$ cat config.mk
export PLATFORM = sky130hd
export DESIGN_NAME = fft_controller_flat
export DESIGN_NICKNAME = d
export VERILOG_FILES = /design/src/rtl/fft_controller_pkg.sv /design/src/rtl/fft_controller_if.sv /design/src/rtl/fft_bf_addr_gen.sv /design/src/rtl/fft_controller.sv /design/src/flat_wrapper.sv
export SDC_FILE = /design/constraint.sdc
export NUM_CORES = 1
export LEC_CHECK = 0
export ABC_AREA = 1
export CAP_MARGIN = 10
export CORE_UTILIZATION = 46
export DETAILED_ROUTE_END_ITERATION = 12
export PLACE_DENSITY = 0.76
export SLEW_MARGIN = 20
export SYNTH_ARGS = -nofsm -noshare
export SYNTH_HDL_FRONTEND = slang
export SYNTH_HIERARCHICAL = 1
export SYNTH_SLANG_ARGS = --single-unit
$ cat constraint.sdc
create_clock -name clock -period 6 [get_ports clock]
set_input_delay 1.2 -clock clock [delete_from_list [all_inputs] [get_ports clock]]
set_output_delay 1.2 -clock clock [all_outputs]
set_load 0.01 [all_outputs]
$ cat src/rtl/fft_controller_pkg.sv
`default_nettype none
// +-----------------------------------------------------------------------+
// | fft_controller_pkg : shared defaults, state encoding, bit reversal    |
// | Revision 1.0                                                          |
// +-----------------------------------------------------------------------+
package fft_controller_pkg;

  localparam int c_N_LOG2_DEF     = 5;
  localparam int c_BF_LATENCY_DEF = 3;
  localparam int c_ADDR_W         = 5;
  localparam int c_TW_W           = 4;

  typedef enum logic [2:0] {
    S_IDLE         = 3'd0,
    S_LOAD         = 3'd1,
    S_COMPUTE      = 3'd2,
    S_DRAIN        = 3'd3,
    S_UNLOAD_ADDR  = 3'd4,
    S_UNLOAD_VALID = 3'd5
  } state_t;

  function automatic logic [4:0] bitrev5(input logic [4:0] a);
    return {a[0], a[1], a[2], a[3], a[4]};
  endfunction

endpackage
`default_nettype wire

$ cat src/rtl/fft_controller_if.sv
`default_nettype none
// +-----------------------------------------------------------------------+
// | fft_controller_if : handshake and FFT_DMEM control bundle             |
// | Revision 1.0                                                          |
// +-----------------------------------------------------------------------+
interface fft_controller_if;
  import fft_controller_pkg::*;

  logic                start;
  logic                load_valid;
  logic                load_ready;
  logic                LoadEnable;
  logic                LoadDataWrite;
  logic [c_ADDR_W-1:0] LoadDataAddr;
  logic                RWAddrEN;
  logic                BankReadSelect;
  logic                Bank0WriteEN;
  logic                Bank1WriteEN;
  logic [c_ADDR_W-1:0] ReadGAddr;
  logic [c_ADDR_W-1:0] ReadHAddr;
  logic [c_ADDR_W-1:0] WriteGAddr;
  logic [c_ADDR_W-1:0] WriteHAddr;
  logic [c_TW_W-1:0]   TwiddleAddr;
  logic                out_valid;
  logic                out_ready;
  logic [c_ADDR_W-1:0] out_addr;
  logic                busy;
  logic                done;

  modport master (
    input  start, load_valid, out_ready,
    output load_ready, LoadEnable, LoadDataWrite, LoadDataAddr,
           RWAddrEN, BankReadSelect, Bank0WriteEN, Bank1WriteEN,
           ReadGAddr, ReadHAddr, WriteGAddr, WriteHAddr, TwiddleAddr,
           out_valid, out_addr, busy, done
  );

  modport slave (
    output start, load_valid, out_ready,
    input  load_ready, LoadEnable, LoadDataWrite, LoadDataAddr,
           RWAddrEN, BankReadSelect, Bank0WriteEN, Bank1WriteEN,
           ReadGAddr, ReadHAddr, WriteGAddr, WriteHAddr, TwiddleAddr,
           out_valid, out_addr, busy, done
  );

endinterface
`default_nettype wire

$ cat src/rtl/fft_bf_addr_gen.sv
`default_nettype none
// +-----------------------------------------------------------------------+
// | fft_bf_addr_gen : (stage, butterfly) -> G/H addresses and twiddle     |
// | Revision 1.0                                                          |
// +-----------------------------------------------------------------------+
module fft_bf_addr_gen
  import fft_controller_pkg::*;
(
  input  wire logic [2:0]          i_stage,
  input  wire logic [3:0]          i_bf,
  output logic      [c_ADDR_W-1:0] o_g,
  output logic      [c_ADDR_W-1:0] o_h,
  output logic      [c_TW_W-1:0]   o_tw
);

  logic [c_ADDR_W-1:0] w_half;
  logic [3:0]          w_mask;
  logic [3:0]          w_pos;

  // At stage 4 half is 16, whose low nibble is 0, so the mask wraps to 0xF.
  assign w_half = 5'd1 << i_stage;
  assign w_mask = w_half[3:0] - 4'd1;
  assign w_pos  = i_bf & w_mask;
  assign o_g    = ((({1'b0, i_bf}) >> i_stage) << (i_stage + 3'd1)) | {1'b0, w_pos};
  assign o_h    = o_g + w_half;
  assign o_tw   = w_pos << (3'd4 - i_stage);

endmodule
`default_nettype wire

$ cat src/rtl/fft_controller.sv
`default_nettype none
// +-----------------------------------------------------------------------+
// | fft_controller : load / compute / unload sequencer for a 32-pt FFT    |
// | Revision 1.0                                                          |
// +-----------------------------------------------------------------------+
module fft_controller
  import fft_controller_pkg::*;
#(
  parameter int N_LOG2     = c_N_LOG2_DEF,
  parameter int BF_LATENCY = c_BF_LATENCY_DEF
) (
  input wire logic          clock,
  input wire logic          reset,
  fft_controller_if.master  bus
);

  localparam logic [2:0]          c_LAST_STAGE = 3'(N_LOG2 - 1);
  localparam logic [3:0]          c_LAST_BF    = 4'((1 << (N_LOG2 - 1)) - 1);
  localparam logic [c_ADDR_W-1:0] c_LAST_IDX   = c_ADDR_W'((1 << N_LOG2) - 1);
  localparam logic [3:0]          c_DRAIN_LAST = 4'(BF_LATENCY - 1);

  state_t              r_state, w_next;
  logic [c_ADDR_W-1:0] r_load_idx, r_out_idx;
  logic [2:0]          r_stage;
  logic [3:0]          r_bf, r_drain;
  logic                r_done;
  logic                w_issue;

  logic [BF_LATENCY-1:0] r_dl_vld, r_dl_tgt;
  logic [c_ADDR_W-1:0]   r_dl_g [BF_LATENCY];
  logic [c_ADDR_W-1:0]   r_dl_h [BF_LATENCY];

  logic [c_ADDR_W-1:0] w_g, w_h;
  logic [c_TW_W-1:0]   w_tw;

  fft_bf_addr_gen u_addr_gen (
    .i_stage (r_stage),
    .i_bf    (r_bf),
    .o_g     (w_g),
    .o_h     (w_h),
    .o_tw    (w_tw)
  );

  always_comb begin
    w_next             = r_state;
    w_issue            = 1'b0;
    bus.load_ready     = 1'b0;
    bus.LoadEnable     = 1'b0;
    bus.LoadDataWrite  = 1'b0;
    bus.LoadDataAddr   = '0;
    bus.RWAddrEN       = 1'b0;
    bus.BankReadSelect = 1'b0;
    bus.ReadGAddr      = '0;
    bus.ReadHAddr      = '0;
    bus.TwiddleAddr    = '0;
    bus.out_valid      = 1'b0;
    bus.out_addr       = '0;
    case (r_state)
      S_IDLE: begin
        if (bus.start) w_next = S_LOAD;
      end
      S_LOAD: begin
        bus.LoadEnable    = 1'b1;
        bus.load_ready    = 1'b1;
        bus.LoadDataWrite = bus.load_valid;
        bus.LoadDataAddr  = bitrev5(r_load_idx);
        if (bus.load_valid && r_load_idx == c_LAST_IDX) w_next = S_COMPUTE;
      end
      S_COMPUTE: begin
        w_issue            = 1'b1;
        bus.BankReadSelect = r_stage[0];
        bus.RWAddrEN       = ~r_stage[0];
        bus.ReadGAddr      = w_g;
        bus.ReadHAddr      = w_h;
        bus.TwiddleAddr    = w_tw;
        if (r_bf == c_LAST_BF) w_next = S_DRAIN;
      end
      S_DRAIN: begin
        bus.BankReadSelect = r_stage[0];
        bus.RWAddrEN       = ~r_stage[0];
        if (r_drain == c_DRAIN_LAST)
          w_next = (r_stage == c_LAST_STAGE) ? S_UNLOAD_ADDR : S_COMPUTE;
      end
      S_UNLOAD_ADDR: begin
        bus.BankReadSelect = 1'b1;
        bus.ReadGAddr      = r_out_idx;
        bus.out_addr       = r_out_idx;
        w_next             = S_UNLOAD_VALID;
      end
      S_UNLOAD_VALID: begin
        bus.BankReadSelect = 1'b1;
        bus.ReadGAddr      = r_out_idx;
        bus.out_addr       = r_out_idx;
        bus.out_valid      = 1'b1;
        if (bus.out_ready)
          w_next = (r_out_idx == c_LAST_IDX) ? S_IDLE : S_UNLOAD_ADDR;
      end
      default: w_next = S_IDLE;
    endcase
  end

  always_ff @(posedge clock) begin
    if (reset) begin
      r_state    <= S_IDLE;
      r_load_idx <= '0;
      r_out_idx  <= '0;
      r_stage    <= '0;
      r_bf       <= '0;
      r_drain    <= '0;
      r_done     <= 1'b0;
      r_dl_vld   <= '0;
      r_dl_tgt   <= '0;
      for (int i = 0; i < BF_LATENCY; i++) begin
        r_dl_g[i] <= '0;
        r_dl_h[i] <= '0;
      end
    end else begin
      r_state <= w_next;
      r_done  <= (r_state == S_UNLOAD_VALID) && bus.out_ready && (r_out_idx == c_LAST_IDX);
      case (r_state)
        S_IDLE: begin
          if (bus.start) begin
            r_load_idx <= '0;
            r_out_idx  <= '0;
            r_stage    <= '0;
            r_bf       <= '0;
            r_drain    <= '0;
          end
        end
        S_LOAD:    if (bus.load_valid) r_load_idx <= r_load_idx + 1'b1;
        S_COMPUTE: begin
          r_bf    <= r_bf + 1'b1;
          r_drain <= '0;
        end
        S_DRAIN: begin
          r_drain <= r_drain + 1'b1;
          if (r_drain == c_DRAIN_LAST && r_stage != c_LAST_STAGE)
            r_stage <= r_stage + 1'b1;
        end
        S_UNLOAD_VALID: if (bus.out_ready) r_out_idx <= r_out_idx + 1'b1;
        default: ;
      endcase
      // Write-back pipe: matches the butterfly datapath latency.
      r_dl_vld[0] <= w_issue;
      r_dl_tgt[0] <= w_issue & ~r_stage[0];
      r_dl_g[0]   <= w_issue ? w_g : '0;
      r_dl_h[0]   <= w_issue ? w_h : '0;
      for (int i = 1; i < BF_LATENCY; i++) begin
        r_dl_vld[i] <= r_dl_vld[i-1];
        r_dl_tgt[i] <= r_dl_tgt[i-1];
        r_dl_g[i]   <= r_dl_g[i-1];
        r_dl_h[i]   <= r_dl_h[i-1];
      end
    end
  end

  assign bus.Bank1WriteEN = r_dl_vld[BF_LATENCY-1] &  r_dl_tgt[BF_LATENCY-1];
  assign bus.Bank0WriteEN = r_dl_vld[BF_LATENCY-1] & ~r_dl_tgt[BF_LATENCY-1];
  assign bus.WriteGAddr   = r_dl_g[BF_LATENCY-1];
  assign bus.WriteHAddr   = r_dl_h[BF_LATENCY-1];
  assign bus.busy         = (r_state != S_IDLE);
  assign bus.done         = r_done;

endmodule
`default_nettype wire
$ cat src/flat_wrapper.sv
// flat-port wrapper written by rule: the top's interface ports become plain ports
module fft_controller_flat import fft_controller_pkg::*;
#(
  parameter int N_LOG2     = c_N_LOG2_DEF,
  parameter int BF_LATENCY = c_BF_LATENCY_DEF
)
  (clock, reset, bus_start, bus_load_valid, bus_out_ready, bus_load_ready, bus_LoadEnable, bus_LoadDataWrite, bus_LoadDataAddr, bus_RWAddrEN, bus_BankReadSelect, bus_Bank0WriteEN, bus_Bank1WriteEN, bus_ReadGAddr, bus_ReadHAddr, bus_WriteGAddr, bus_WriteHAddr, bus_TwiddleAddr, bus_out_valid, bus_out_addr, bus_busy, bus_done);
  fft_controller_if bus_i ();
  input wire logic clock;
  input wire logic reset;
  input wire logic [$bits(bus_i.start)-1:0] bus_start;
  input wire logic [$bits(bus_i.load_valid)-1:0] bus_load_valid;
  input wire logic [$bits(bus_i.out_ready)-1:0] bus_out_ready;
  output wire logic [$bits(bus_i.load_ready)-1:0] bus_load_ready;
  output wire logic [$bits(bus_i.LoadEnable)-1:0] bus_LoadEnable;
  output wire logic [$bits(bus_i.LoadDataWrite)-1:0] bus_LoadDataWrite;
  output wire logic [$bits(bus_i.LoadDataAddr)-1:0] bus_LoadDataAddr;
  output wire logic [$bits(bus_i.RWAddrEN)-1:0] bus_RWAddrEN;
  output wire logic [$bits(bus_i.BankReadSelect)-1:0] bus_BankReadSelect;
  output wire logic [$bits(bus_i.Bank0WriteEN)-1:0] bus_Bank0WriteEN;
  output wire logic [$bits(bus_i.Bank1WriteEN)-1:0] bus_Bank1WriteEN;
  output wire logic [$bits(bus_i.ReadGAddr)-1:0] bus_ReadGAddr;
  output wire logic [$bits(bus_i.ReadHAddr)-1:0] bus_ReadHAddr;
  output wire logic [$bits(bus_i.WriteGAddr)-1:0] bus_WriteGAddr;
  output wire logic [$bits(bus_i.WriteHAddr)-1:0] bus_WriteHAddr;
  output wire logic [$bits(bus_i.TwiddleAddr)-1:0] bus_TwiddleAddr;
  output wire logic [$bits(bus_i.out_valid)-1:0] bus_out_valid;
  output wire logic [$bits(bus_i.out_addr)-1:0] bus_out_addr;
  output wire logic [$bits(bus_i.busy)-1:0] bus_busy;
  output wire logic [$bits(bus_i.done)-1:0] bus_done;
  assign bus_i.start = bus_start;
  assign bus_i.load_valid = bus_load_valid;
  assign bus_i.out_ready = bus_out_ready;
  assign bus_load_ready = bus_i.load_ready;
  assign bus_LoadEnable = bus_i.LoadEnable;
  assign bus_LoadDataWrite = bus_i.LoadDataWrite;
  assign bus_LoadDataAddr = bus_i.LoadDataAddr;
  assign bus_RWAddrEN = bus_i.RWAddrEN;
  assign bus_BankReadSelect = bus_i.BankReadSelect;
  assign bus_Bank0WriteEN = bus_i.Bank0WriteEN;
  assign bus_Bank1WriteEN = bus_i.Bank1WriteEN;
  assign bus_ReadGAddr = bus_i.ReadGAddr;
  assign bus_ReadHAddr = bus_i.ReadHAddr;
  assign bus_WriteGAddr = bus_i.WriteGAddr;
  assign bus_WriteHAddr = bus_i.WriteHAddr;
  assign bus_TwiddleAddr = bus_i.TwiddleAddr;
  assign bus_out_valid = bus_i.out_valid;
  assign bus_out_addr = bus_i.out_addr;
  assign bus_busy = bus_i.busy;
  assign bus_done = bus_i.done;
  fft_controller #(.N_LOG2(N_LOG2), .BF_LATENCY(BF_LATENCY)) u_core (.clock(clock), .reset(reset), .bus(bus_i));
endmodule
==> qor.yml <==
status:
  status: "complete, no violations"
route:
  wire_per_inst_um: 11.1
  firstDrtPassIters: 4
  drt_wl_total_mm: 7.09
  viasPerCell: 4.70
  remaining_drc_errors: 0
  drtIter0Drc: 180
  ant_nets: 0
  vias: 2990
power:
  power_density_nw_per_um2: 367
  p_sw_mw: 0.613
  ir_drop_uv: 268
  p_leak_nw: 1.83
  pwr-share-comb_pct: 40.0
  sequentialPowerShare_pct: 33.2
  p_int_mw: 0.897
  power_frac_clock_pct: 26.8
  sw_frac_of_total_pct: 40.6
finish:
  post-route-util_pct: 57.0
  fillerInstances: 680
  design_area_um2: 4110
  antenna_cells: 0
  drive_gt1_share_pct: 12.1
  synthToLayoutAreaGrowth_pct: 20.5
  fin_nets: 561
timing:
  skew_ns: 0.00843
  relSlewSlack_pct: 67.4
  fmax_mhz: 203
  tightest_slew_ns: 0.483
  timing_hold_violations_final: 0
  slew_violations: 0
  timing.final.ws_setup_ns: 1.06
  rsz0062_at_grt: "false"
  setup_viol: 0
  min_period_ns: 4.94
  setup_tns_ns: 0
  fin_crit_sh_pct: 82.3
cts:
  postCtsSetupRepairBufs: 0
  cts.path.max_buffers: 2
  cts.repair.resized: 0
  cts-root-buf: "clkbuf_8"
  cts_tree: "yes"
  cts_htree_levels: 3
  clk_pin_slew_worst_paths_ns: 0.07
  ctsHoldBuffers: 0
  cts_buffers: 9
  cts.sink_count: 61
  insertion_delay_ns: 0.34
grt:
  use_met2_pct: 35.6
  grt.busiest_layer: "met2"
  grt-ovfl-total: 0
  grtUsageMet1_pct: 23.3
  grt_max_degree: 33
  antenna_found_initial: 0
  grt_pass1_vias: 2764
  use_met3_pct: 4.43
  grt_first_pass_wirelength_mm: 12.0
  grt_util_all_layers_pct: 20.2
setup_path:
  cp.required_ns: 4.80
  worstSetupStartpointType: "flop"
  worst-path-max-fanout: 18
  crit_chain: "buf_4 > ha_1 > ha_1 > inv_1 > nor2_1 > inv_1 > o21ai_0 > fa_1 > nand3_1 > nand2_1 > nand2_1 > nand2_1 > inv_1 > nand4_1 > nand2_1 > inv_1 > inv_1 > nor2_1 > clkdlybuf4s50_1"
  crit_arrival_ns: 3.74
  worst-setup-path-type: "reg2out"
  critical_path.slowest_cell: "clkdlybuf4s50_1"
  endpoint_kind: "output pin"
  max_stage_delay_ns: 0.55
  cpMostUsedCell: "inv_1"
placed_design:
  io_buffers: 48
  dpl_cell_area_um2: 3890
  place.gp.congestion: 0.868
  place_ws_ns: 1.47
  hpwlAfterDp_mm: 5.26
synth:
  yosys_warnings: 6
  synth_edf_count: 0
  yosys-top-cells-area: "dfxtp_1 36%, nand2_1 9.2%, nor2_1 9.2%"
  syn-num-nets: 521
  synth.avg_cell_area_um2: 6.94
  async_flop_share_pct: 0
  synth_commonest_cells: "84 x nand2_1, 84 x nor2_1, 80 x inv_1, 61 x dfxtp_1, 27 x a21oi_1"
  synth.distinct_cells: 31
  synthCells: 492
  synth_top_area_cell: "dfxtp_1"
  synth_area_um2: 3410
  synth-seq-cells: 61
  ys_seq_area_share_pct: 35.8
  ys.flop_type: "dfxtp_1"
  synth_top_cell_area_share_pct: 35.8
worst_hold_path:
  hold_path_class: "reg2reg"
die:
  fp.dieArea_um2: 7770
  core-area_um2: 7210
  io_pins: 49
  rows: 31
  die_h_um: 88.1
  initial_core_util_pct: 47.3
  die_w_um: 88.1
flow_run:
  drv_cap: 0
worst paths after layout:
check	from	end	slack, ns	cells after the start
worst min-delay path	u_core/r_dl_h[0][4]	u_core/r_dl_h[0][9]	0.40	2
worst min register to register	u_core/r_dl_h[0][4]	u_core/r_dl_h[0][9]	0.40	2
worst max-delay path	u_core/r_stage[0]	bus_ReadHAddr[4]	1.06	19
worst max register to register	u_core/r_stage[0]	u_core/r_dl_h[0][4]	3.06	17
cell type report:
| type | count | area (µm²) | area share, % |
|---|---|---|---|
| clock buffers | 9 | 124 | 3.01 |
| clock inverters | 7 | 97.6 | 2.37 |
| inverters | 94 | 360 | 8.76 |
| multi-input cells | 315 | 1680 | 40.9 |
| flip-flops and latches | 61 | 1220 | 29.7 |
| well taps | 99 | 124 | 3.01 |
| repair buffers | 51 | 503 | 12.2 |
critical path, delay by kind of cell (launching register included):
family	cells	cell delay (ns)
simple gates	8	0.75
compound gates	1	0.42
buf+inv	7	1.07
fa+ha+maj	3	0.80
flops	1	0.35
power by group through the flow:
stage	clock (mW)	sequential, mW	combinational [mW]
after CTS	0.414	0.502	0.603
final	0.405	0.502	0.604
after global placement	0	0.509	0.593
after global routing	0.430	0.511	0.690
after detailed placement	0	0.512	0.597
after floorplan	0	0.490	0.467
registers in the layout, indices dropped and copies added, names as in the netlist:
| signal | flops |
|---|---|
| u_core/r_stage | 3 |
| u_core/r_state | 3 |
| u_core/r_dl_tgt | 3 |
| u_core/r_dl_g | 15 |
| u_core/bus.done | 1 |
| u_core/r_bf | 4 |
| u_core/r_dl_vld | 3 |
| u_core/r_load_idx | 5 |
| u_core/r_dl_h | 15 |
| u_core/r_out_idx | 5 |
| u_core/r_drain | 4 |
per-stage QoR:
stage | instances | total power [mW] | hold WS (ns)
2_1_floorplan | 492 | 0.957 | 0.388
3_3_place_gp | 620 | 1.10 | 0.389
3_5_place_dp | 620 | 1.11 | 0.392
4_1_cts | 636 | 1.52 | 0.402
5_1_grt | 636 | 1.63 | 0.414
6_report | 636 | 1.51 | 0.400
cell families after synthesis:
family	Yosys count	synth area share, %
AO/OA/AOI/OAI	57	8.69
XOR/XNOR	5	1.28
adder cells (fa/ha/maj)	24	9.02
buffers and inverters	116	14.9
flip-flops	61	35.8
AND/OR/NAND/NOR	229	30.3
layer usage:
metal  vias up  share of wire (%)
li1       1571                  -
met1      1335                 44
met2        69                 50
met3        15                3.9
met4         0                2.1
met5         -                  0
cells in the final DEF, fill, tap and decap left out, drive strengths merged:
cell             n
nor2            91
nor3             3
clkinvlp         2
ha              23
nand3           30
bufinv           2
clkinv           3
o21ai           27
nand2          101
fa               1
clkbuf           9
o221ai           1
xor2             5
a21oi           27
a31oi            1
buf              3
o211ai           1
clkdlybuf4s50   48
nand4            2
nand3b           2
inv             94
dfxtp           61
Power figures use the tool's default switching activity.
